File: src/rtl/alu_pkg.sv
// Shared encodings for the integer ALU path: opcodes, ALU control codes and
// the issue-stage occupancy states.
package alu_pkg;

  localparam logic [6:0] OPC_OP     = 7'b0110011;
  localparam logic [6:0] OPC_OP_IMM = 7'b0010011;

  typedef enum logic [3:0] {
    ALU_ADD  = 4'b0000,
    ALU_SLL  = 4'b0001,
    ALU_SLT  = 4'b0010,
    ALU_SLTU = 4'b0011,
    ALU_XOR  = 4'b0100,
    ALU_SRL  = 4'b0101,
    ALU_OR   = 4'b0110,
    ALU_AND  = 4'b0111,
    ALU_SUB  = 4'b1000,
    ALU_SRA  = 4'b1101
  } alu_ctrl_e;

  typedef enum logic [1:0] {
    OCC_EMPTY = 2'd0,
    OCC_ONE   = 2'd1,
    OCC_TWO   = 2'd2
  } occ_state_e;

endpackage

File: src/rtl/alu_op_decoder.sv
// Combinational decode of an RV64 OP / OP-IMM word into ALU control and
// operands. Illegal words zero the control and operands but keep rd.
module alu_op_decoder
  import alu_pkg::*;
#(
  parameter int N = 64
) (
  input  logic [31:0]  instr,
  input  logic [N-1:0] rs1_data,
  input  logic [N-1:0] rs2_data,
  output logic [3:0]   alu_control,
  output logic [N-1:0] data_a,
  output logic [N-1:0] data_b,
  output logic [4:0]   rd,
  output logic         illegal
);

  logic [6:0]   opcode;
  logic [2:0]   funct3;
  logic [6:0]   funct7;
  logic [N-1:0] imm;
  logic [3:0]   ctrl;
  logic [N-1:0] opb;
  logic         legal;
  logic         unused_rs1_field;

  assign opcode = instr[6:0];
  assign funct3 = instr[14:12];
  assign funct7 = instr[31:25];
  assign imm    = {{(N-12){instr[31]}}, instr[31:20]};
  // The rs1 index was consumed by register read upstream.
  assign unused_rs1_field = ^instr[19:15];

  always_comb begin
    ctrl  = ALU_ADD;
    opb   = rs2_data;
    legal = 1'b0;
    case (opcode)
      OPC_OP: begin
        if (funct7 == 7'b0000000) begin
          legal = 1'b1;
          ctrl  = {1'b0, funct3};
        end else if (funct7 == 7'b0100000 &&
                     (funct3 == 3'b000 || funct3 == 3'b101)) begin
          legal = 1'b1;
          ctrl  = {1'b1, funct3};
        end
      end
      OPC_OP_IMM: begin
        opb = imm;
        case (funct3)
          3'b000: begin
            legal = 1'b1;
            ctrl  = ALU_ADD;
          end
          3'b001: begin
            legal = (instr[31:26] == 6'b000000);
            ctrl  = ALU_SLL;
          end
          3'b101: begin
            // RV64 shamt is 6 bits, so only instr[31:26] selects SRL/SRA.
            if (instr[31:26] == 6'b000000) begin
              legal = 1'b1;
              ctrl  = ALU_SRL;
            end else if (instr[31:26] == 6'b010000) begin
              legal = 1'b1;
              ctrl  = ALU_SRA;
            end
          end
          default: begin
            legal = 1'b1;
            ctrl  = {1'b0, funct3};
          end
        endcase
      end
      default: legal = 1'b0;
    endcase
  end

  assign illegal     = ~legal;
  assign alu_control = legal ? ctrl : 4'b0000;
  assign data_a      = legal ? rs1_data : '0;
  assign data_b      = legal ? opb : '0;
  assign rd          = instr[11:7];

endmodule

File: src/rtl/alu_issue_stage.sv
// Registered ALU issue stage: decodes at the input, then buffers decoded
// entries in an output register plus one skid register (FIFO order).
module alu_issue_stage
  import alu_pkg::*;
#(
  parameter int N = 64
) (
  input  logic         clk,
  input  logic         rst,
  input  logic         flush,
  input  logic         in_valid,
  output logic         in_ready,
  input  logic [31:0]  in_instr,
  input  logic [N-1:0] in_rs1_data,
  input  logic [N-1:0] in_rs2_data,
  output logic         out_valid,
  input  logic         out_ready,
  output logic [N-1:0] out_dataA,
  output logic [N-1:0] out_dataB,
  output logic [3:0]   out_alu_control,
  output logic [4:0]   out_rd,
  output logic         out_illegal,
  output occ_state_e   dbg_state
);

  typedef struct packed {
    logic         illegal;
    logic [4:0]   rd;
    logic [3:0]   ctrl;
    logic [N-1:0] a;
    logic [N-1:0] b;
  } entry_t;

  // Handshake: a beat moves on a rising edge where valid and ready are both
  // high; in_ready depends only on registered state, never on out_ready.
  occ_state_e state_q, state_d;
  entry_t     dec, out_q, skid_q;
  logic       in_fire, out_fire;
  logic       load_out_dec, load_out_skid, load_skid;

  alu_op_decoder #(.N(N)) u_dec (
    .instr       (in_instr),
    .rs1_data    (in_rs1_data),
    .rs2_data    (in_rs2_data),
    .alu_control (dec.ctrl),
    .data_a      (dec.a),
    .data_b      (dec.b),
    .rd          (dec.rd),
    .illegal     (dec.illegal)
  );

  assign in_ready  = (state_q != OCC_TWO);
  assign out_valid = (state_q != OCC_EMPTY);
  assign in_fire   = in_valid & in_ready;
  assign out_fire  = out_valid & out_ready;

  always_comb begin
    state_d       = state_q;
    load_out_dec  = 1'b0;
    load_out_skid = 1'b0;
    load_skid     = 1'b0;
    if (flush) begin
      state_d = OCC_EMPTY;
    end else begin
      case (state_q)
        OCC_EMPTY: begin
          if (in_fire) begin
            load_out_dec = 1'b1;
            state_d      = OCC_ONE;
          end
        end
        OCC_ONE: begin
          case ({in_fire, out_fire})
            2'b11: load_out_dec = 1'b1;
            2'b10: begin
              load_skid = 1'b1;
              state_d   = OCC_TWO;
            end
            2'b01: state_d = OCC_EMPTY;
            default: state_d = OCC_ONE;
          endcase
        end
        OCC_TWO: begin
          if (out_fire) begin
            load_out_skid = 1'b1;
            state_d       = OCC_ONE;
          end
        end
        default: state_d = OCC_EMPTY;
      endcase
    end
  end

  always_ff @(posedge clk) begin
    if (rst) begin
      state_q <= OCC_EMPTY;
      out_q   <= '0;
      skid_q  <= '0;
    end else begin
      state_q <= state_d;
      if (load_out_dec)
        out_q <= dec;
      else if (load_out_skid)
        out_q <= skid_q;
      if (load_skid)
        skid_q <= dec;
    end
  end

  assign out_dataA       = out_q.a;
  assign out_dataB       = out_q.b;
  assign out_alu_control = out_q.ctrl;
  assign out_rd          = out_q.rd;
  assign out_illegal     = out_q.illegal;
  assign dbg_state       = state_q;

endmodule
File: config.mk
export PLATFORM = sky130hd
export DESIGN_NAME = alu_issue_stage
export DESIGN_NICKNAME = d
export VERILOG_FILES = /design/src/rtl/alu_pkg.sv /design/src/rtl/alu_op_decoder.sv /design/src/rtl/alu_issue_stage.sv
export SDC_FILE = /design/constraint.sdc
export NUM_CORES = 1
export LEC_CHECK = 0
export CELL_PAD_IN_SITES_DETAIL_PLACEMENT = 1
export CELL_PAD_IN_SITES_GLOBAL_PLACEMENT = 1
export CORE_ASPECT_RATIO = 1.4
export CORE_UTILIZATION = 36
export CTS_CLUSTER_SIZE = 30
export DETAILED_ROUTE_END_ITERATION = 10
export PLACE_DENSITY = 0.85
export RECOVER_POWER = 100
export SLEW_MARGIN = 20
export SYNTH_ARGS = -nofsm -noshare
export SYNTH_HDL_FRONTEND = slang
export SYNTH_SLANG_ARGS = --single-unit
export TNS_END_PERCENT = 5
File: constraint.sdc
create_clock -name clk -period 2.45 [get_ports clk]
set_input_delay 0.735 -clock clk [delete_from_list [all_inputs] [get_ports clk]]
set_output_delay 0.735 -clock clk [all_outputs]
set_load 0.03 [all_outputs]
==> key figures, run 1 <==
Place
  – GPL Wtd Cong: about 0.84
  – Area after DPL: between 0.015 and 0.02 mm²
  – Number of port buffers: between 300 and 400
  – Half-perimeter wire length after placement: 30250 µm

Worst setup path
  – CP Buf/Inv Count: 1
  – Critical path class: reg2out
  – CP required: ~1.7 ns
  – Arr. time, crit path: 1.67 ns
  – Worst Setup End Kind: output pin
  – Crit-path cells: dlygate4sd3_1
  – Startpoint types: flop
  – Crit path max-delay cell type: dlygate4sd3_1
  – Critical path peak fanout: 2
  – Worst path max stage delay: 0.76 ns
  – Largest delay contributor family on the critical path: buffers and inverters

Timing
  – Setup TNS: 0 ns
  – Slew @ Worst Pin: between 0.5 and 0.6 ns
  – Period utilization: 98.18%
  – Worst Skew: just under 0.009 ns
  – Final hold vios: 0
  – Slew Limit Fails: 0
  – Slew margin rel.: approximately 66%
  – Min Tclk post-route: ~2.4 ns
  – Unrepaired setup endpoints after global routing: false
  – Max Freq: between 400 and 500 MHz
  – Number of setup violations in the final report: 0

GRT
  – Largest net degree at the start of global routing: around 100
  – Met3 GRT Util: between 4 and 5%
  – Gr usage total: 25.30%
  – Total congestion overflow: 0
  – Met1 Track Usage GR: 28.15%
  – Number of global-route vias before repair: about 13000
  – Met2 Track Usage GR: between 40 and 50%
  – Top Usage Layer GRT: met2
  – First-pass GRT wire length: approximately 70000 µm
  – Initial antenna violation count: 2

Synthesis
  – Synth unique cells: 51
  – Netlist Area Pre-Place: 0.01228 mm²
  – Seq/Total Area, Yosys: a little under half
  – Post-synthesis cell count: approximately 1500
  – Post-synth EDFFs: 0
  – Top_reg_cell synth: dfxtp_1
  – Yosys warns: 0
  – Synthesized flop and latch total: approximately 280
  – Syn Area/Cell: between 8 and 9 µm²
  – Ys async rst share: 0%
  – Syn_nets: about 1600

Flow run
  – Max Cap Violations: 0

Clocking
  – CTS buffer count: 29
  – Clock latency on the worst-skew pair: around 0.57 ns
  – Setup bufs post-CTS: 0
  – CTS tree: yes
  – Bufs on Longest Clock Path: 3
  – CTS Root Cell: clkbuf_16
  – Clock Pin Slew Worst Setup and Hold Paths: approximately 0.060 ns
  – TritonCTS Sinks: 278
  – H-tree depth: 1
  – Number of hold buffers added after CTS: 0

Route
  – DRT antenna net count: 0
  – Drt drc: 0
  – Iteration-0 DRC Markers: 700
  – Via density: between 5 and 6
  – Avg WL per Cell: between 20 and 25 µm
  – Vias: 12560
  – WL final: roughly 45000 µm
  – Iteration count of the initial detailed-routing pass: 5

Min path
  – Worst min path class: reg2reg

Final layout
  – Area grow syn2layout: 41.44%
  – Layout cells sized above 1: about 11%
  – Post-layout instance area: about 0.017 mm²
  – Final net count: 1934

Floorplanning
  – IO Count: 307
  – Die Span Y: 220.6 µm
  – Core area: about 0.033 mm²
  – Starting Density: 36.77%
  – Die Span X: 158.1 µm
  – Die area: between 0.03 and 0.04 mm²
  – Row cnt: 79

Outcome
  – Status: finished clean

Power and ir drop
  – Pwr Total: a little under 10 mW
  – Peak supply drop: between 0.4 and 0.5 mV
  – Leak Pwr: 5.671 nW
  – Cell Pwr Density: 569.2 mW/mm²
Yosys cell counts (2+ instances only):
cell type	count	area, µm²
a2111oi_0	2	17.52
a21o_1	65	488.0
a21oi_1	88	440.4
a22oi_1	5	37.54
and2_1	2	12.51
buf_1	21	78.83
buf_2	10	50.05
buf_6	3	33.78
clkbuf_1	124	465.5
dfxtp_1	278	5565
ha_1	3	37.54
inv_1	70	262.8
mux2i_1	12	120.1
nand2_1	297	1115
nand2b_1	3	18.77
nand3_1	96	480.5
nand4_1	4	25.02
nand4bb_1	2	22.52
nor2_1	26	97.59
nor2b_1	22	137.6
nor3_1	4	20.02
nor4bb_1	2	20.02
o211ai_1	2	15.01
o21ai_0	46	230.2
o21ai_1	2	10.01
o22ai_1	65	406.6
o31ai_1	68	510.5
o32ai_1	103	902.1
o32ai_2	27	439.2
or2_1	2	12.51
or2_2	3	18.77
layer usage:
| metal | up-vias | wire (µm) |
|---|---|---|
| met2 | 346 | 23550 |
| met4 | 0 | 1518 |
| met1 | 6230 | 17520 |
| li1 | 5883 | - |
| met5 | - | 0 |
| met3 | 96 | 2437 |
through the flow:
| stage | setup WS, ns | hold WS [ns] | utilization, % | cells |
|---|---|---|---|---|
| final | 0.04471 | 0.4608 | 52.01 | 2235 |
| after global routing | 0.003977 | 0.4797 | 52.01 | 2235 |
| after CTS | 0.01629 | 0.4639 | 52.36 | 2233 |
| after detailed placement | -0.4840 | 0.4547 | 49.50 | 2180 |
| after global placement | -0.4037 | 0.4418 | 49.50 | 2180 |
| after floorplan | 0.01782 | 0.4332 | - | 1477 |
cell families (layout without fill, tap and decap cells):
logic type | Yosys count | count (layout) | share of synthesized area [%]
simple gates | 469 | 469 | 16.63
other cells | 0 | 2 | 0
fa+ha+maj | 3 | 3 | 0.3056
buf+inv | 229 | 540 | 7.283
flops | 278 | 278 | 45.30
compound gates | 484 | 484 | 29.33
xor+xnor | 1 | 1 | 0.07131
mux | 13 | 13 | 1.069
worst paths after layout:
check	slack, ns	cells past startpoint	startpoint	endpoint
max	0.04	1	out_dataA[8]	out_dataA[8]
min	0.46	2	skid_q[135]	skid_q[135]
max reg2reg	0.13	9	dbg_state[1]	out_dataA[12]
min reg2reg	0.46	2	skid_q[135]	skid_q[135]
flip-flops by register name (all words and copies together), names as in the netlist:
register / flops
out_alu_control: 4
out_dataB: 64
dbg_state: 2
out_illegal: 1
out_dataA: 64
out_rd: 5
skid_q: 138
power breakdown:
| group | switching [mW] | internal, mW | total (mW) |
|---|---|---|---|
| clock network | 1.90 | 2.56 | 4.46 |
| logic | 0.462 | 0.420 | 0.882 |
| registers | 0.00987 | 4.53 | 4.54 |
| total | 2.38 | 7.51 | 9.89 |
cells in the final DEF (no fill, tap or decap), types with 10 or more instances in the layout:
master           Yosys  routed
mux2i_1             12      12
a21oi_1             88      88
clkbuf_1           124      10
a21o_1              65      65
dlygate4sd3_1        0      33
o32ai_2             27      21
buf_4                0      77
nor2b_1             22      22
o32ai_1            103     109
o21ai_0             46      46
nand3_1             96      96
o22ai_1             65      65
dfxtp_1            278     277
buf_12               0      22
nor2_1              26      24
clkbuf_16            0      29
inv_1               70      70
nand2_1            297     294
clkdlybuf4s50_1      0     263
o31ai_1             68      68
final cells by class:
cell class | count | area [µm²]
clock inverter | 9 | 86.33
tap | 445 | 556.8
antenna | 2 | 5.005
fill | 3943 | 16030
clock buffer | 44 | 872.1
sequential | 278 | 5567
timing repair buffer | 416 | 4160
inverter | 71 | 269.0
multi-input combinational | 970 | 5859
timing repair:
action                     in CTS  in global routing
resized for setup               3                  2
setup endpoints to repair       3                  2
pin swaps                       0                  0
Note: power is estimated with default switching activity, not from simulation.
==> run 2, diff against run 1 <==
--- a/config.mk
+++ b/config.mk
@@ -11,6 +11,7 @@
 export CORE_UTILIZATION = 36
 export CTS_CLUSTER_SIZE = 30
 export DETAILED_ROUTE_END_ITERATION = 10
+export MAX_ROUTING_LAYER = met4
 export PLACE_DENSITY = 0.85
 export RECOVER_POWER = 100
 export SLEW_MARGIN = 20
==> run 2 against run 1 <==
Against the previous run: clock skew fell by 0.00093 ns; cell count did not move; register-to-register slack about the same; routed wire length hardly changed; via count barely moved; critical path depth is the same; clock-buffer cell count is the same; highest routed layer unchanged.
==> key figures, run 2 (synthesized netlist as in run 1, its figures left out) <==
Final layout
  – Finished Core Util: between 50 and 60%
  – Final net count: approximately 1900
  – Commonest cells after routing, fill and taps aside: nand2_1, dfxtp_1, clkdlybuf4s50_1
  – Area taken by multi-input logic gates: 0.005852 mm²
  – Storage cell area: ~0.0056 mm²
  – Area grow syn2layout: 41.69%
  – Commonest non-fill, non-tap cell in the layout: nand2_1
  – Layout cells sized above 1: roughly 11%
  – Max reg flops: about 140
  – Most flops, register: skid_q
  – Post-layout instance area: 0.01741 mm²
  – Final instance count without filler cells: ~2200
  – Fillers: 3937

Power and ir drop
  – Pwr Total: around 9.9 mW
  – Seq pwr share: a little under half
  – Peak supply drop: roughly 0.45 mV
  – Cell Pwr Density: 569.1 mW/mm²
  – NetSw: 2.386 mW
  – Int Pwr: between 7 and 8 mW
  – Leak Pwr: about 5.7 nW
  – Logic pwr share: around 9%
  – Switching part of the total power: about a quarter
  – Clock power frac: between 40% and 50%

GRT
  – Total congestion overflow: 0
  – Largest net degree at the start of global routing: 101
  – Number of global-route vias before repair: approximately 13000
  – Initial antenna violation count: 2
  – Gr usage total: 26.06%
  – First-pass GRT wire length: between 70000 and 80000 µm

Route
  – Iteration count of the initial detailed-routing pass: 5
  – DRT antenna net count: 0
  – Drt drc: 0
  – Vias: about 13000
  – Via density: around 5.6
  – WL final: about 45000 µm
  – Avg WL per Cell: about 20 µm
  – Iteration-0 DRC Markers: 696

Place
  – Half-perimeter wire length after placement: between 30000 and 40000 µm
  – Area after DPL: ~0.017 mm²
  – Dpl ws: -0.4840 ns
  – Number of port buffers: ~300
  – Placed Cells: between 2000 and 2500
  – GPL Wtd Cong: between 0.8 and 0.9

Clocking
  – Clock latency on the worst-skew pair: between 0.5 and 0.6 ns
  – CTS Root Cell: clkbuf_16
  – Setup bufs post-CTS: 0
  – H-tree depth: 1
  – TritonCTS Sinks: ~280
  – Bufs on Longest Clock Path: 3
  – CTS buffer count: 29
  – CTS tree: yes
  – Clock Pin Slew Worst Setup and Hold Paths: about 0.06 ns

Floorplanning
  – Row cnt: ~80
  – Die area: approximately 0.035 mm²
  – IO Count: 307
  – Core area: around 0.033 mm²
  – Die Span Y: ~220 µm
  – Starting Density: 36.77%
  – Die Span X: 158.1 µm

Timing
  – Number of setup violations in the final report: 0
  – Period utilization: a little over nine tenths
  – Setup TNS: 0 ns
  – Min Tclk post-route: ~2.4 ns
  – Final hold vios: 0
  – Final hold slack: roughly 0.46 ns
  – Unrepaired setup endpoints after global routing: false
  – Slew Limit Fails: 0
  – Slew margin rel.: between 60% and 70%
  – Slew @ Worst Pin: 0.5537 ns
  – Max Freq: about 410 MHz
  – PnR worst setup slack: between 0.02 and 0.03 ns
  – Worst Skew: a little under 0.008 ns

Worst setup path
  – Critical path class: reg2out
  – Arr. time, crit path: between 1.5 and 2 ns
  – Largest delay contributor family on the critical path: buffers and inverters
  – R2r worst-path depth: 10
  – FF-to-FF Start: dbg_state[1]
  – FF-to-FF End: out_dataB[7]
  – Worst path max stage delay: roughly 0.76 ns
  – R2R Setup Slk: roughly 0.12 ns
  – CP Buf/Inv Count: 1
  – Critical path peak fanout: 3
  – Worst Setup End Kind: output pin
  – Startpoint types: flop
  – Crit path max-delay cell type: clkdlybuf4s50_1
  – Crit-path cells: clkdlybuf4s50_1
  – CP required: 1.71 ns

Min path
  – Min-delay src: skid_q[135]
  – Worst min path class: reg2reg
  – Hold path endpoint: skid_q[135]
  – WHS Path Cells: 2

Outcome
  – Status: finished clean

Flow run
  – Max Cap Violations: 0
==> run 2: cell counts in the layout (fill, tap and decap cells not counted) <==
Identical to the previous run, type by type.
==> run 2: area by class of cell <==
class | instances | share of cell area, %
inverter | 71 | 1.546
sequential | 278 | 31.98
clock buffer | 44 | 5.010
multi-input combinational | 970 | 33.62
antenna | 2 | 0.02875
tap | 445 | 3.199
timing repair buffer | 416 | 24.12
clock inverter | 9 | 0.4960
==> run 2: worst max-delay path by stage <==
stage / cells after the start / slack, ns / start / to
after detailed placement: 7 / -0.48 / in_instr[27] / skid_q[116]
after CTS: 1 / 0.02 / out_alu_control[2] / out_alu_control[2]
after floorplan: 8 / 0.02 / dbg_state[1] / out_dataB[13]
final: 1 / 0.03 / out_alu_control[2] / out_alu_control[2]
after global routing: 8 / 0.006 / in_instr[12] / skid_q[123]
after global placement: 7 / -0.40 / in_instr[12] / skid_q[120]
==> run 2: worst register-to-register path, delay by kind of cell (launching register included) <==
family                   cells  cell delay, ns
flip-flops                   1            0.37
AO/OA/AOI/OAI                3            0.31
multiplexers                 1            0.34
adder cells (fa/ha/maj)      1            0.20
buffers and inverters        3            0.52
AND/OR/NAND/NOR              2            0.50
==> run 2: power groups by stage <==
stage / Combinational, mW / Clock (mW) / Sequential (mW)
2_1_floorplan: 0.311 / 0 / 4.67
3_3_place_gp: 0.876 / 0 / 4.64
3_5_place_dp: 0.893 / 0 / 4.65
4_1_cts: 0.898 / 4.56 / 4.54
5_1_grt: 0.946 / 4.75 / 4.54
6_report: 0.889 / 4.47 / 4.54
==> run 2: layer usage <==
metal	vias to the layer above	global-route usage, %	wire length [µm]
met2	338	46.59	23510
met3	106	4.485	2495
met4	0	10.61	1522
met1	6231	28.26	17530
met5	-	-	0
li1	5885	-	-
==> run 2: timing repair <==
item | in CTS | in global routing
resized for setup | 3 | 2
hold buffers | 0 | 0
endpoints found under the setup margin | 3 | 2
